**config.mk**
```make
export PLATFORM = sky130hd
export DESIGN_NAME = maxpool_unit
export DESIGN_NICKNAME = d
export VERILOG_FILES = /design/src/rtl/maxpool_unit.sv
export SDC_FILE = /design/constraint.sdc
export NUM_CORES = 1
export LEC_CHECK = 0
export ABC_AREA = 1
export BUFFER_PORTS_ARGS = -buffer_cell sky130_fd_sc_hd__buf_2
export CAP_MARGIN = 30
export CORE_UTILIZATION = 40
export CTS_BUF_LIST = sky130_fd_sc_hd__clkbuf_16
export CTS_CLUSTER_DIAMETER = 40
export CTS_CLUSTER_SIZE = 28
export DETAILED_ROUTE_END_ITERATION = 10
export PLACE_DENSITY_LB_ADDON = 0.1
export SYNTH_ARGS = -nofsm -noshare
export SYNTH_HDL_FRONTEND = slang
export SYNTH_SLANG_ARGS = --single-unit
```
**constraint.sdc**
```tcl
create_clock -name clk -period 2.3 [get_ports clk]
set_input_delay 0.23 -clock clk [delete_from_list [all_inputs] [get_ports clk]]
set_output_delay 0.23 -clock clk [all_outputs]
set_load 0.02 [all_outputs]
```
**src/rtl/maxpool_unit.sv**
```systemverilog
// maxpool_unit: 2x2 stride-2 signed max-pooling over an IMG_W x IMG_W map
// held in a single-port feature memory. Pooled results are written back
// through the same port, one output every 6 cycles.
//
// Build option: define MAXPOOL_RELU_EN to clamp negative results to zero.
//
// Ports:
//   clk        clock, rising edge
//   reset      asynchronous active-low reset
//   start      run request, sampled while idle
//   busy       high while a run is in progress
//   done       one-cycle pulse after the last output write
//   mem_addr   feature-memory address (read or write)
//   mem_rdata  read data for the address presented in the previous cycle
//   mem_wdata  pooled result
//   mem_we     write strobe
module maxpool_unit #(
   parameter int unsigned IMG_W    = 64,
   parameter logic [11:0] SRC_BASE = 12'd0,
   parameter logic [11:0] DST_BASE = 12'd0
) (
   input  logic        clk,
   input  logic        reset,
   input  logic        start,
   output logic        busy,
   output logic        done,
   output logic [11:0] mem_addr,
   input  logic [31:0] mem_rdata,
   output logic [31:0] mem_wdata,
   output logic        mem_we
);

   localparam int unsigned AW   = 12;
   localparam int unsigned DW   = 32;
   localparam int unsigned HALF = IMG_W / 2;
   localparam int unsigned CW   = (HALF > 1) ? $clog2(HALF) : 1;

   localparam logic [CW-1:0] C_LAST     = CW'(HALF - 1);
   localparam logic [AW-1:0] ROW_STRIDE = AW'(2 * IMG_W);
   localparam logic [AW-1:0] IMG_W_A    = AW'(IMG_W);
   localparam logic [AW-1:0] HALF_A     = AW'(HALF);

   typedef enum logic [2:0] {
      S_IDLE,
      S_RD0,
      S_RD1,
      S_RD2,
      S_RD3,
      S_CMP,
      S_WR,
      S_FIN
   } state_t;

   state_t          state_q, state_d;
   logic [CW-1:0]   r_q, r_d;
   logic [CW-1:0]   c_q, c_d;
   logic [DW-1:0]   max_q, max_d;
   logic            busy_q, busy_d;
   logic            done_q, done_d;
   logic            we_q, we_d;
   logic [AW-1:0]   addr_q, addr_d;
   logic [DW-1:0]   wdata_q, wdata_d;

   logic [DW-1:0]   max_upd;
   logic [DW-1:0]   wr_val;
   logic [AW-1:0]   win_base;
   logic [AW-1:0]   dst_addr;

   // State, counters, running max and registered outputs
   always_ff @(posedge clk or negedge reset) begin
      if (!reset) begin
         state_q <= S_IDLE;
         r_q     <= '0;
         c_q     <= '0;
         max_q   <= '0;
         busy_q  <= 1'b0;
         done_q  <= 1'b0;
         we_q    <= 1'b0;
         addr_q  <= '0;
         wdata_q <= '0;
      end else begin
         state_q <= state_d;
         r_q     <= r_d;
         c_q     <= c_d;
         max_q   <= max_d;
         busy_q  <= busy_d;
         done_q  <= done_d;
         we_q    <= we_d;
         addr_q  <= addr_d;
         wdata_q <= wdata_d;
      end
   end

   // Next state, counters, running max, and outputs for the state being entered
   always_comb begin
      state_d = state_q;
      r_d     = r_q;
      c_d     = c_q;
      max_d   = max_q;
      busy_d  = 1'b0;
      done_d  = 1'b0;
      we_d    = 1'b0;
      addr_d  = addr_q;
      wdata_d = wdata_q;

      // Ties keep the earlier value; bit-identical either way
      max_upd = ($signed(mem_rdata) > $signed(max_q)) ? mem_rdata : max_q;

      unique case (state_q)
         S_IDLE: begin
            if (start) begin
               state_d = S_RD0;
               r_d     = '0;
               c_d     = '0;
            end
         end
         S_RD0: state_d = S_RD1;
         S_RD1: begin
            state_d = S_RD2;
            max_d   = mem_rdata;
         end
         S_RD2: begin
            state_d = S_RD3;
            max_d   = max_upd;
         end
         S_RD3: begin
            state_d = S_CMP;
            max_d   = max_upd;
         end
         S_CMP: begin
            state_d = S_WR;
            max_d   = max_upd;
         end
         S_WR: begin
            state_d = S_RD0;
            if (c_q == C_LAST) begin
               c_d = '0;
               if (r_q == C_LAST) begin
                  r_d     = '0;
                  state_d = S_FIN;
               end else begin
                  r_d = r_q + CW'(1);
               end
            end else begin
               c_d = c_q + CW'(1);
            end
         end
         S_FIN: state_d = S_IDLE;
         default: state_d = S_IDLE;
      endcase

      // Addresses for the output the machine is about to work on (mod 4096)
      win_base = SRC_BASE + AW'(r_d) * ROW_STRIDE + AW'({c_d, 1'b0});
      dst_addr = DST_BASE + AW'(r_d) * HALF_A + AW'(c_d);

`ifdef MAXPOOL_RELU_EN
      wr_val = max_d[DW-1] ? '0 : max_d;
`else
      wr_val = max_d;
`endif

      unique case (state_d)
         S_RD0: begin
            busy_d = 1'b1;
            addr_d = win_base;
         end
         S_RD1: begin
            busy_d = 1'b1;
            addr_d = win_base + AW'(1);
         end
         S_RD2: begin
            busy_d = 1'b1;
            addr_d = win_base + IMG_W_A;
         end
         S_RD3: begin
            busy_d = 1'b1;
            addr_d = win_base + IMG_W_A + AW'(1);
         end
         S_CMP: busy_d = 1'b1;
         S_WR: begin
            busy_d  = 1'b1;
            we_d    = 1'b1;
            addr_d  = dst_addr;
            wdata_d = wr_val;
         end
         S_FIN:  done_d = 1'b1;
         default: begin
         end
      endcase
   end

   assign busy      = busy_q;
   assign done      = done_q;
   assign mem_we    = we_q;
   assign mem_addr  = addr_q;
   assign mem_wdata = wdata_q;

endmodule

```
# [Yosys cells after proc, flatten, opt, wreduce, memory -nomap -nowiden]
# Index checks and enable logic that the tools add are counted.
[op_classes] shifts=0 add_sub_neg=7 mux=17 magnitude_cmp=1 multipliers=0 reduce_logical=4 div_mod_pow=0 n_eq_ne=16 bitwise_logic=0
[ops] operator="$pmux 32 s2" count=1
[ops] operator="$pmux 12 s5" count=1
[ops] operator="$gt 32x32->1" count=1
[ops] operator="$mux 32" count=1
[ops] operator="$mux 5" count=5
[ops] operator="$add 12x1->12 const B" count=2
[ops] operator="$eq 3x3->1 const B" count=8
[ops] operator="$pmux 3 s8" count=1
[ops] operator="$pmux 5 s2" count=2
[ops] operator="$add 12x6->12" count=1
[ops] operator="$add 12x7->12 const B" count=1
[ops] operator="$eq 3x2->1 const B" count=4
[ops] operator="$add 10x5->11" count=1
[ops] operator="$add 5x1->5 const B" count=2
[ops] operator="$eq 5x5->1 const B" count=2
[ops] operator="$mux 3" count=3
[ops] operator="$eq 3x1->1 const B" count=2
[ops] operator="$reduce_or 6->1" count=1
[ops] operator="$reduce_bool 5->1" count=1
[ops] operator="$logic_not 3->1" count=1
[ops] operator="$mux 1" count=3
[ops] operator="$reduce_or 3->1" count=1
[totals] mem_bits_ro=0 ram_bits=0 input_bits=35 output_inout_bits=47 ff_bits=92 latch_bits=0 mem_count=0

# [Longest topological paths before layout]
# Gate-level depths: netlist (run 1).
[depth] word_depth=8 depth_mapped=21 depth_no_buf=20

# [Worst setup path after synthesis (run 1)]
# No wires, ideal clock.
[synth_path] kind="register -> register" startpoint="register c_q[0]" endpoint="register addr_q[1], in the netlist mem_addr[1]" t_arrival_ns=1.822 slack_ns=0.360 setup_ns=0.117 required_time_ns=2.183 synth_period_minus_slack_ns=1.940 stages_incl_launch_ff=16 path_buffers=1 path_cell_list="dfrtp_1 ha_1 nand2_1 nor2_1 ha_1 inv_1 nor2_4 inv_2 o211ai_2 nor2_1 nand2_1 nand2_1 buf_2 o211ai_1 o21ai_1 inv_1"
[synth_between] elab_cells_between_ends=19 cone_classes="6 x add/sub; 6 x eq/ne; 6 x mux; 1 x reduce/logical"
[synth_lines] item="start: declaration" line="56" source="logic [CW-1:0] c_q, c_d;"
[synth_lines] item="start signal: assignment" line="74" source="c_q <= '0;"
[synth_lines] item="start signal: assignment" line="84" source="c_q <= c_d;"
[synth_lines] item="$eq 5x5->1 *" line="136" source="if (c_q == C_LAST) begin"
[synth_lines] item="$mux 3 *" line="136"
[synth_lines] item="$pmux 3 s8 *" line="109" source="unique case (state_q)"
[synth_lines] item="via state_d[1]" line="54" source="state_t state_q, state_d;"
[synth_lines] item="$eq 3x3->1 (tied with other cells)" line="162" source="unique case (state_d)"
[synth_lines] item="$pmux 12 s5 / $reduce_bool 5->1 (equally long branches)"
[synth_lines] item="end signal: assignment" line="89" source="addr_q <= addr_d;"
[synth_lines] item="end: declaration" line="61" source="logic [AW-1:0] addr_q, addr_d;"
# The timed path passes the listed nets; every way through them passes the cells marked *.
# A chain may end at the register's enable or synchronous reset.

# [Final worst setup path (run 1)]
[layout_path] startpoint="register max_q[19]" endpoint="register wdata_q[6], in the netlist mem_wdata[6]"
[layout_between] elab_chain_cells=3
[layout_lines] item="start: declaration" line="57" source="logic [DW-1:0] max_q, max_d;"
[layout_lines] item="start signal: assignment" line="85" source="max_q <= max_d;"
[layout_lines] item="$gt 32x32->1" line="107" source="max_upd = ($signed(mem_rdata) > $signed(max_q)) ? mem_rdata : max_q;"
[layout_lines] item="$mux 32" line="107"
[layout_lines] item="$pmux 32 s2" line="109"
[layout_lines] item="via max_d[6]" line="57"
[layout_lines] item="end signal: assignment" line="90" source="wdata_q <= wdata_d;"
[layout_lines] item="end: declaration" line="62" source="logic [DW-1:0] wdata_q, wdata_d;"
# The timed path passes the listed nets, and every way through them passes these cells.

==> out/metrics.csv, run 1 <==
metric;value;unit
status;finished clean;
clk_skew;0.00554;ns
hpwl dp;10100;um
Initial Util;41.6;%
reg2reg end;mem_wdata[6]$_DFFE_PN0N_;
Slew headroom;64.8;%
Yosys Warn Count;0;
Tot Pwr;10.9;mW
Remaining Overflow, GRT;0;
largest net degree at the start of global routing;45;
leading area contributor after synthesis;dfrtp_1;
Hold Crit Class;input pin to flip-flop;
P&R area growth vs syn;24.5;%
Synthesized Nets;787;
synthesized area per cell;7.81;um^2
fin nets;885;
DR vias;5020;
CTS tree;done;
synth top area cells;dfrtp_1 41%, nand2_1 12%, inv_1 8.5%;
area of the mapped netlist;5590;um^2
Final Util;51.8;%
DRC;0;
setup violators final;0;
Pins Over Slew Limit;0;
die height;120;um
measured slew at the worst slew-check pin;0.528;ns
fill cell count;1315;
vias per cell;5.05;
critical path arrival;2.47;ns
Worst setup startpoint;max_q[19]$_DFF_PN0_;
R2R Path Start;max_q[19]$_DFF_PN0_;
Reg2Reg Depth;18;
DIE AREA;14500;um^2
worst path cell trace;inv_2 > ha_4 > nand2_1 > inv_2 > nand2_1 > nand2_1 > nand2_1 > nand2_2 > a21oi_4 > nand2_4 > nand2_4 > nand3_4 > buf_6 > nand2_2 > nand3_1 > nand2_1 > nand2_1 > nand2_1;
Final min period;2.19;ns
CTS Root Cell;clkbuf_16;
number of synthesized flops with an enable pin;0;
Leak;3.68;nW
IO Count;82;
register area share after synthesis;41.2;%
ys flop type;dfrtp_1;
startpoint type of the worst setup path;flip-flop;
Starting DRT DRC Count;211;
FP Rows;42;
Total GRT Usage;21.4;%
Worst-Skew Late Latency;0.35;ns
Final GP Congestion;0.837;
count leader, synth;nand2_1;
R2R setup slack;0.11;ns
Critical Path RT;2.59;ns
IO Port Bufs;81;
Peak VDD IR;0.619;mV
Post-Route WL;14900;um
Die Wd;120;um
most used cell, CP;nand2_1;
CP max FO;8;
Setup CP Type;flip-flop to flip-flop;
number of global-route vias before repair;4904;
antenna violations before repair;0;
Hold Violations, Final;0;
fin crit share;95.0;%
Final ANT Viol Nets;0;
Pwr Density;1560;nW/um^2
register bit total from synthesis;92;
Max Clock Freq;0.457;GHz
slowest stage delay, CP;0.39;ns
Core Region;13500;um^2
share of layout cells above drive strength 1;33.1;%
clk sinks;92;
drt wl/cell;14.9;um
synth cell count leaders;182 x nand2_1, 127 x inv_1, 92 x dfrtp_1;
Post-Synthesis Cells;716;
CP max stage cell;dfrtp_1;
post-synthesis async set-or-reset flop share;100;%
clk slew on worst S/H paths;0.07;ns
Num CTS Buffers;9;
first-pass GRT wire length;24100;um
CTS max path bufs;2;
first-pass iteration count of the detailed router;4;
# diodes;0;
unique cell type count in the Yosys netlist;34;
maxcap violations;0;
Final TNS setup;0;ns
H-tree Lvls;3;
top-area cell type share of the netlist area;41.2;%
worst setup path endpoint;mem_wdata[6]$_DFFE_PN0N_;
Crit. End Element;flip-flop;
-- where the power goes --
part           switching [mW]  total, mW  internal [mW]
combinational            4.25       6.80           2.55
sequential              0.335       2.68           2.34
clock                   0.666       1.39          0.727
total                    5.25       10.9           5.62
-- state kept, by name, summed over array words and instances (netlist names) --
name and flops:
busy 1, c_q 5, done 1, max_q 32
mem_addr 12, mem_wdata 32, mem_we 1, r_q 5
state_q 3
-- critical path: cells and delay by family, from the launching register on --
kind                       cells  cell delay [ns]
adders and majority gates      1             0.20
DFF                            1             0.39
and+or+nand+nor               13             0.99
AOI/OAI and AO/OA              1             0.23
buffers and inverters          3             0.31
-- cell usage in the layout, fill, tap and decap left out, types with 2 or more instances in the layout --
master     instances
a22o_1             2
nor2_4             4
buf_6              3
clkinv_1           2
nand2_4            3
nand4_1           34
o21a_1             2
inv_1            105
ha_4              14
buf_12             2
clkbuf_16         10
a21oi_2            9
o21ai_0            5
buf_2             80
nand3_4            2
nand2_2           52
buf_4             31
nand2_1          171
dfrtp_1           92
a21oi_1           24
ha_1              21
o22ai_1           35
nor2_1            28
o21ai_1            3
inv_2             26
nor2_2             4
nand3_1           17
clkinv_4           3
nand3_2           21
-- stage by stage --
stage	cells	hold WS [ns]	setup slack (ns)	cell area, um^2
6_report	995	0.284	0.114	6960
5_1_grt	995	0.309	-0.00296	6960
4_1_cts	985	0.272	0.0743	6570
3_5_place_dp	968	0.216	0.0869	6290
3_3_place_gp	968	0.211	0.127	6290
2_1_floorplan	716	-0.0656	0.360	5590
-- timing repair --
action,CTS,global route
buffers inserted,0,9
setup endpoints to repair,0,45
hold buffers,1,0
hold endpoints to repair,30,0
resized for setup,0,74
-- worst min path at each step --
| stage | start | end | slack [ns] | cells after the start |
|---|---|---|---|---|
| after floorplan | reset | busy$_DFF_PN0_ | -0.07 | 0 |
| after global placement | reset | mem_wdata[25]$_DFFE_PN0N_ | 0.21 | 1 |
| after detailed placement | reset | mem_wdata[25]$_DFFE_PN0N_ | 0.22 | 1 |
| after CTS | mem_rdata[11] | max_q[11]$_DFF_PN0_ | 0.27 | 5 |
| after global routing | mem_rdata[18] | max_q[18]$_DFF_PN0_ | 0.31 | 5 |
| final | mem_rdata[18] | max_q[18]$_DFF_PN0_ | 0.28 | 5 |
-- cell families after synthesis --
group	share of synthesized area (%)
adders and majority gates	8.05
DFF	41.2
and+or+nand+nor	29.9
buffers and inverters	11.6
xor gates and xnor gates	0.157
AOI/OAI and AO/OA	9.08
-- metal layers --
metal	vias up	global-route usage (%)	routed length (um)
met1	2423	28.7	6850
met3	20	2.83	478
li1	2486	-	-
met4	0	8.33	266
met5	-	0	0
met2	91	35.1	7260
-- layout make-up --
| type | instances | area, um^2 | share of cell area [%] |
|---|---|---|---|
| sequential | 92 | 2300 | 33.1 |
| clock inverter | 7 | 45.0 | 0.647 |
| inverter | 131 | 494 | 7.10 |
| multi-input combinational | 462 | 2930 | 42.1 |
| clock buffer | 9 | 225 | 3.23 |
| timing repair buffer | 118 | 742 | 10.7 |
| tap | 176 | 220 | 3.16 |
(Power assumes the default switching activity.)
==> run 2, diff against run 1 <==
--- a/config.mk
+++ b/config.mk
@@ -10,3 +10,3 @@
 export CAP_MARGIN = 30
-export CORE_UTILIZATION = 40
+export CORE_UTILIZATION = 58
 export CTS_BUF_LIST = sky130_fd_sc_hd__clkbuf_16
==> constraint.sdc (replaced) <==
create_clock -name clk -period 2.3 [get_ports clk]
set_input_delay 0.575 -clock clk [delete_from_list [all_inputs] [get_ports clk]]
set_output_delay 0.575 -clock clk [all_outputs]
set_load 0.02 [all_outputs]
==> run 2 against run 1 <==
  * The flow now finishes with violations (negative setup slack)
  * Worst hold slack worse by 0.046 ns
  * Setup slack got worse by 0.14 ns
  * Sequential share of layout area down 0.64 points
  * Clock power rose by 4%
  * Sequential cell count unchanged
  * Clock-buffer cell count is the same
  * Design area up 2.0%
  * Non-clock buffer count increased by 12
  * Critical path type unchanged
  * Largest power group unchanged
==> out/metrics.csv, run 2 (synthesis gave the netlist of run 1 again) <==
metric;value;unit;change
CP max FO;6;;-2
unrepaired setup endpoints after global routing;true;;
Remaining Overflow, GRT;0;;unchanged
fin nets;897;;+1.4%
largest net degree at the start of global routing;43;;-4.4%
# diodes;0;;unchanged
Final ANT Viol Nets;0;;unchanged
Post-Route WL;14900;um;+0.40%
DR top layer;met4;;
Leak;3.78;nW;+2.8%
Total GRT Usage;29.1;%;+7.7 points
Final GP Congestion;0.917;;+9.5%
Core Region;9280;um^2;-31%
CTS tree;done;;
first-pass iteration count of the detailed router;5;;+1
clk sinks;92;;unchanged
drt wl/cell;15.5;um;+4.1%
Pins Over Slew Limit;0;;unchanged
antenna violations before repair;0;;unchanged
DIE AREA;10000;um^2;-31%
Setup CP Type;flip-flop to flip-flop;;
measured slew at the worst slew-check pin;0.599;ns;+0.0711 ns
most common cell after layout, fill and taps aside;nand2_1;;
Max Clock Freq;0.430;GHz;-6.1%
Crit. End Element;flip-flop;;
Placed Instance Area;6310;um^2;+0.30%
IO Count;82;;unchanged
Final min period;2.33;ns;+0.142 ns
most frequent cells in the layout;151 x nand2_1, 110 x inv_1, 92 x dfrtp_1;;
startpoint type of the worst setup path;flip-flop;;
WL met1;6310;um;-7.9%
Hold Crit Class;input pin to asynchronous set/reset pin;;
setup violators final;9;;+9
fin area;7100;um^2;+2.0%
vias per cell;5.44;;+7.8%
Slew headroom;60.1;%;-4.7 points
Final Util;76.5;%;+25 points
IO Port Bufs;81;;unchanged
DRC;0;;unchanged
die height;100;um;-17%
Starting DRT DRC Count;331;;+57%
number of global-route vias before repair;5046;;+2.9%
Num CTS Buffers;9;;unchanged
hpwl dp;9620;um;-4.8%
Worst-Skew Late Latency;0.35;ns;about the same
Hold Violations, Final;0;;unchanged
CTS Root Cell;clkbuf_16;;
first-pass GRT wire length;23000;um;-4.4%
Critical Path RT;2.59;ns;about the same
Die Wd;100;um;-17%
Initial Util;60.3;%;+19 points
Peak VDD IR;0.794;mV;+28%
minimum hold slack;0.237;ns;-0.0463 ns
routed wl met3;690;um;+44%
status;finished, violations left;;
clk_skew;0.00815;ns;+0.00260 ns
fin crit share;101;%;+6.2 points
maxcap violations;0;;unchanged
fill cell count;652;;-50%
FP Rows;35;;-17%
min setup slack post-route;-0.0275;ns;-0.142 ns
Pwr Density;1620;nW/um^2;+3.6%
clk slew on worst S/H paths;0.07;ns;about the same
routed length on met2;7630;um;+5.1%
CTS max path bufs;2;;unchanged
H-tree Lvls;3;;unchanged
critical path arrival;2.61;ns;+0.14 ns
P&R area growth vs syn;26.9;%;
share of layout cells above drive strength 1;36.2;%;+3.1 points
DR vias;5220;;+4.0%
hold_buf cts;0;;-1
failing checks;negative setup slack;;
## run 2: final timing paths
kind | from | cells after the start | endpoint | slack (ns)
worst max register to register | max_q[15]$_DFF_PN0_ | 17 | mem_wdata[21]$_DFFE_PN0N_ | -0.03
min in group clk | mem_wdata[27]$_DFFE_PN0N_ | 2 | mem_wdata[27]$_DFFE_PN0N_ | 0.47
worst min register to register | mem_wdata[27]$_DFFE_PN0N_ | 2 | mem_wdata[27]$_DFFE_PN0N_ | 0.47
worst min-delay path | reset | 1 | mem_wdata[24]$_DFFE_PN0N_ | 0.24
max in group asynchronous | reset | 2 | max_q[21]$_DFF_PN0_ | 1.39
worst max-delay path | max_q[15]$_DFF_PN0_ | 17 | mem_wdata[21]$_DFFE_PN0N_ | -0.03
## run 2: report_power, final
group	leakage (nW)	internal (mW)	switching [mW]
Clock	0.128	0.750	0.690
Combinational	2.50	2.85	4.50
Sequential	1.16	2.34	0.338
## run 2: cell type report
class | count | area (um^2) | share of cell area, %
inverters | 131 | 494 | 6.96
clock buffers | 9 | 225 | 3.17
flip-flops and latches | 92 | 2300 | 32.4
repair buffers | 130 | 880 | 12.4
clock inverters | 7 | 61.3 | 0.864
multi-input cells | 462 | 2980 | 41.9
well taps | 129 | 161 | 2.27
## run 2: repair_timing
item,CTS,global route
endpoints found under the hold margin,0,0
setup endpoints to repair,0,71
setup buffers,0,16
resized for setup,0,95
## run 2: routing by layer
layer / up-vias / global-route usage (%)
met5: - / 0
met4: 0 / 12.9
met3: 28 / 4.39
met2: 178 / 49.9
met1: 2505 / 36.4
li1: 2509 / -
## run 2: critical path: stages, from the launching register on
cell	delay, ns
dfrtp_1	0.37
inv_2	0.08
ha_1	0.27
a21oi_2	0.17
o21ai_1	0.10
a21oi_2	0.17
nand2_2	0.09
nand2_4	0.11
nand2_4	0.06
nand2_4	0.10
nand3_4	0.11
buf_12	0.15
buf_12	0.13
nand2_2	0.06
nand3_2	0.07
nand2_2	0.10
nand2_2	0.05
nand2_1	0.07
## run 2: through the flow
stage,instances,worst slack [ns],setup TNS [ns],total power [mW]
4_1_cts,944,0.000557,0,10.3
3_3_place_gp,928,-0.171,-5.37,8.59
3_5_place_dp,928,-0.267,-10.48,8.78
6_report,960,-0.0275,-0.101,11.5
2_1_floorplan,716,0.148,0,7.09
5_1_grt,960,-0.140,-2.89,12.3
==> run 3, diff against run 2 <==
- BUFFER_PORTS_ARGS: -buffer_cell sky130_fd_sc_hd__buf_2 -> not set
- CORE_ASPECT_RATIO: not set -> 0.9
- CORE_UTILIZATION: 58 -> 60
- DONT_BUFFER_PORTS: not set -> 1
==> run 3 against run 2 <==
  * Core utilization fell by 2.4 points
  * Clock skew rose by 0.0028 ns
  * Largest power group unchanged
  * The run ends with negative hold slack, negative setup slack left
  * Critical path depth rose by 1
  * Worst hold slack got worse by 0.32 ns
  * Global-route usage fell by 0.94 points
  * Clock power rose by 19%
  * Setup slack improved by 0.0030 ns
==> out/metrics.csv, run 3 (synthesis gave the netlist of run 1 again) <==
metric;value;unit;change
Post-Route WL;14400;um;-3.7%
share of layout cells above drive strength 1;29.4;%;-6.8 points
critical path arrival;2.60;ns;about the same
fin nets;809;;-9.8%
Slew headroom;61.6;%;+1.6 points
number of global-route vias before repair;4621;;-8.4%
Num CTS Buffers;9;;unchanged
Reg2Reg Depth;18;;+1
DRC;0;;unchanged
failing checks;negative hold slack, negative setup slack;;
Peak VDD IR;1.04;mV;+31%
clk sinks;92;;unchanged
vias per cell;5.66;;+4.0%
clk_skew;0.0109;ns;+0.00280 ns
Die Wd;104;um;+3.6%
drt wl/cell;16.6;um;+6.9%
clk slew on worst S/H paths;0.07;ns;about the same
CP max FO;7;;+1
R2R Path Start;max_q[9]$_DFF_PN0_;;
Worst-Skew Late Latency;0.34;ns;about the same
setup violators final;1;;-8
IO Count;82;;unchanged
Setup CP Type;flip-flop to flip-flop;;
DR vias;4888;;-6.4%
maxcap violations;0;;unchanged
first-pass iteration count of the detailed router;5;;unchanged
Starting DRT DRC Count;357;;+7.9%
unrepaired setup endpoints after global routing;true;;
DIE AREA;9710;um^2;-3.3%
Final ANT Viol Nets;0;;unchanged
most frequent cells in the layout;160 x nand2_1, 102 x inv_1, 92 x dfrtp_1;;
Hold Crit Class;input pin to asynchronous set/reset pin;;
IO Port Bufs;0;;-100%
CTS Root Cell;clkbuf_16;;
Placement Setup Slack;-0.112;ns;+0.155 ns
Final GP Congestion;0.852;;-7.1%
most common cell after layout, fill and taps aside;nand2_1;;
reg2reg end;mem_wdata[22]$_DFFE_PN0N_;;
Core Region;9080;um^2;-2.2%
fin crit share;101;%;-0.13 points
CTS tree;done;;
Final min period;2.32;ns;-0.00296 ns
first-pass GRT wire length;21700;um;-5.7%
antenna violations before repair;0;;unchanged
hpwl dp;8910;um;-7.4%
startpoint type of the worst setup path;flip-flop;;
P&R area growth vs syn;20.2;%;
Crit. End Element;flip-flop;;
R2R setup slack;-0.02;ns;about the same
Pins Over Slew Limit;0;;unchanged
Remaining Overflow, GRT;0;;unchanged
Critical Path RT;2.58;ns;about the same
measured slew at the worst slew-check pin;0.575;ns;-0.0243 ns
Leak;3.40;nW;-10%
die height;93.6;um;-6.6%
Total GRT Usage;28.1;%;-0.94 points
Initial Util;61.6;%;+1.3 points
H-tree Lvls;3;;unchanged
FP Rows;33;;-5.7%
Hold Violations, Final;92;;+92
CTS max path bufs;2;;unchanged
Final Util;74.0;%;-2.4 points
min setup slack post-route;-0.0246;ns;+0.00296 ns
Pwr Density;1680;nW/um^2;+4.2%
minimum hold slack;-0.0815;ns;-0.319 ns
# diodes;0;;unchanged
Max Clock Freq;0.430;GHz;+0.13%
largest net degree at the start of global routing;93;;+120%
status;finished, violations left;;
Worst setup startpoint;max_q[9]$_DFF_PN0_;;
-- run 3: changes by cell type in the layout (fill, tap and decap cells not counted), sizes merged --
cell and change:
buf -89, clkbuf +1, bufinv +3, clkinvlp -4
-- run 3: layout make-up --
class / count / area [um^2]
Fill cell: 670 / 2360
Clock inverter: 6 / 111
Multi-Input combinational cell: 462 / 3040
Clock buffer: 9 / 225
Sequential cell: 92 / 2300
Inverter: 131 / 494
Tap cell: 122 / 153
Timing Repair Buffer: 42 / 395
-- run 3: how the worst max path moves through the flow --
stage	end	slack, ns	cells after the start
2_1_floorplan	mem_wdata[10]$_DFFE_PN0N_	0.15	13
3_3_place_gp	mem_wdata[1]$_DFFE_PN0N_	-0.05	15
3_5_place_dp	mem_wdata[1]$_DFFE_PN0N_	-0.11	15
4_1_cts	mem_wdata[1]$_DFFE_PN0N_	0.04	16
5_1_grt	mem_wdata[22]$_DFFE_PN0N_	-0.16	18
6_report	mem_wdata[22]$_DFFE_PN0N_	-0.02	18
-- run 3: what timing repair did --
item | CTS | global route
hold endpoints to repair | 92 | 92
setup endpoints to repair | 0 | 64
buffers inserted | 0 | 15
gates resized for setup | 0 | 94
-- run 3: metal layers --
layer | vias to the layer above | track usage [%] | wire length, um
met3 | 24 | 6.20 | 931
met5 | - | 0 | 0
met4 | 0 | 11.4 | 267
met2 | 181 | 48.2 | 7060
met1 | 2355 | 34.7 | 6100
li1 | 2328 | - | -
-- run 3: worst max-delay path, stage by stage, from the launching register on --
cell	delay, ns
dfrtp_1	0.37
inv_2	0.08
ha_4	0.20
nand2_1	0.06
nand2_1	0.06
nand3_1	0.09
nand2_1	0.08
a21oi_2	0.14
nand2_1	0.07
nand2_2	0.10
nand2_2	0.07
nand2_4	0.10
nand3_4	0.18
buf_12	0.20
nand2_1	0.06
nand3_1	0.08
nand2_1	0.13
nand2_1	0.07
nand2_1	0.11
-- run 3: report_power, final --
group / total [mW] / leakage (nW) / internal (mW) / switching, mW
clock: 1.71 / 0.164 / 1.06 / 0.653
combinational: 6.43 / 2.08 / 2.59 / 3.84
sequential: 3.18 / 1.16 / 2.34 / 0.839
total: 11.3 / 3.40 / 5.99 / 5.33
-- run 3: per-stage QoR --
step	power (mW)	cells	cell area [um^2]	TNS (ns)	hold WS, ns
floorplan	7.09	716	5590	0	0.279
global placement	8.24	832	5820	-0.274	0.281
detailed placement	8.42	832	5820	-1.84	0.281
CTS	10.2	847	6160	0	-0.0898
global route	12.1	864	6730	-2.67	-0.0915
finish	11.3	864	6730	-0.0246	-0.0815
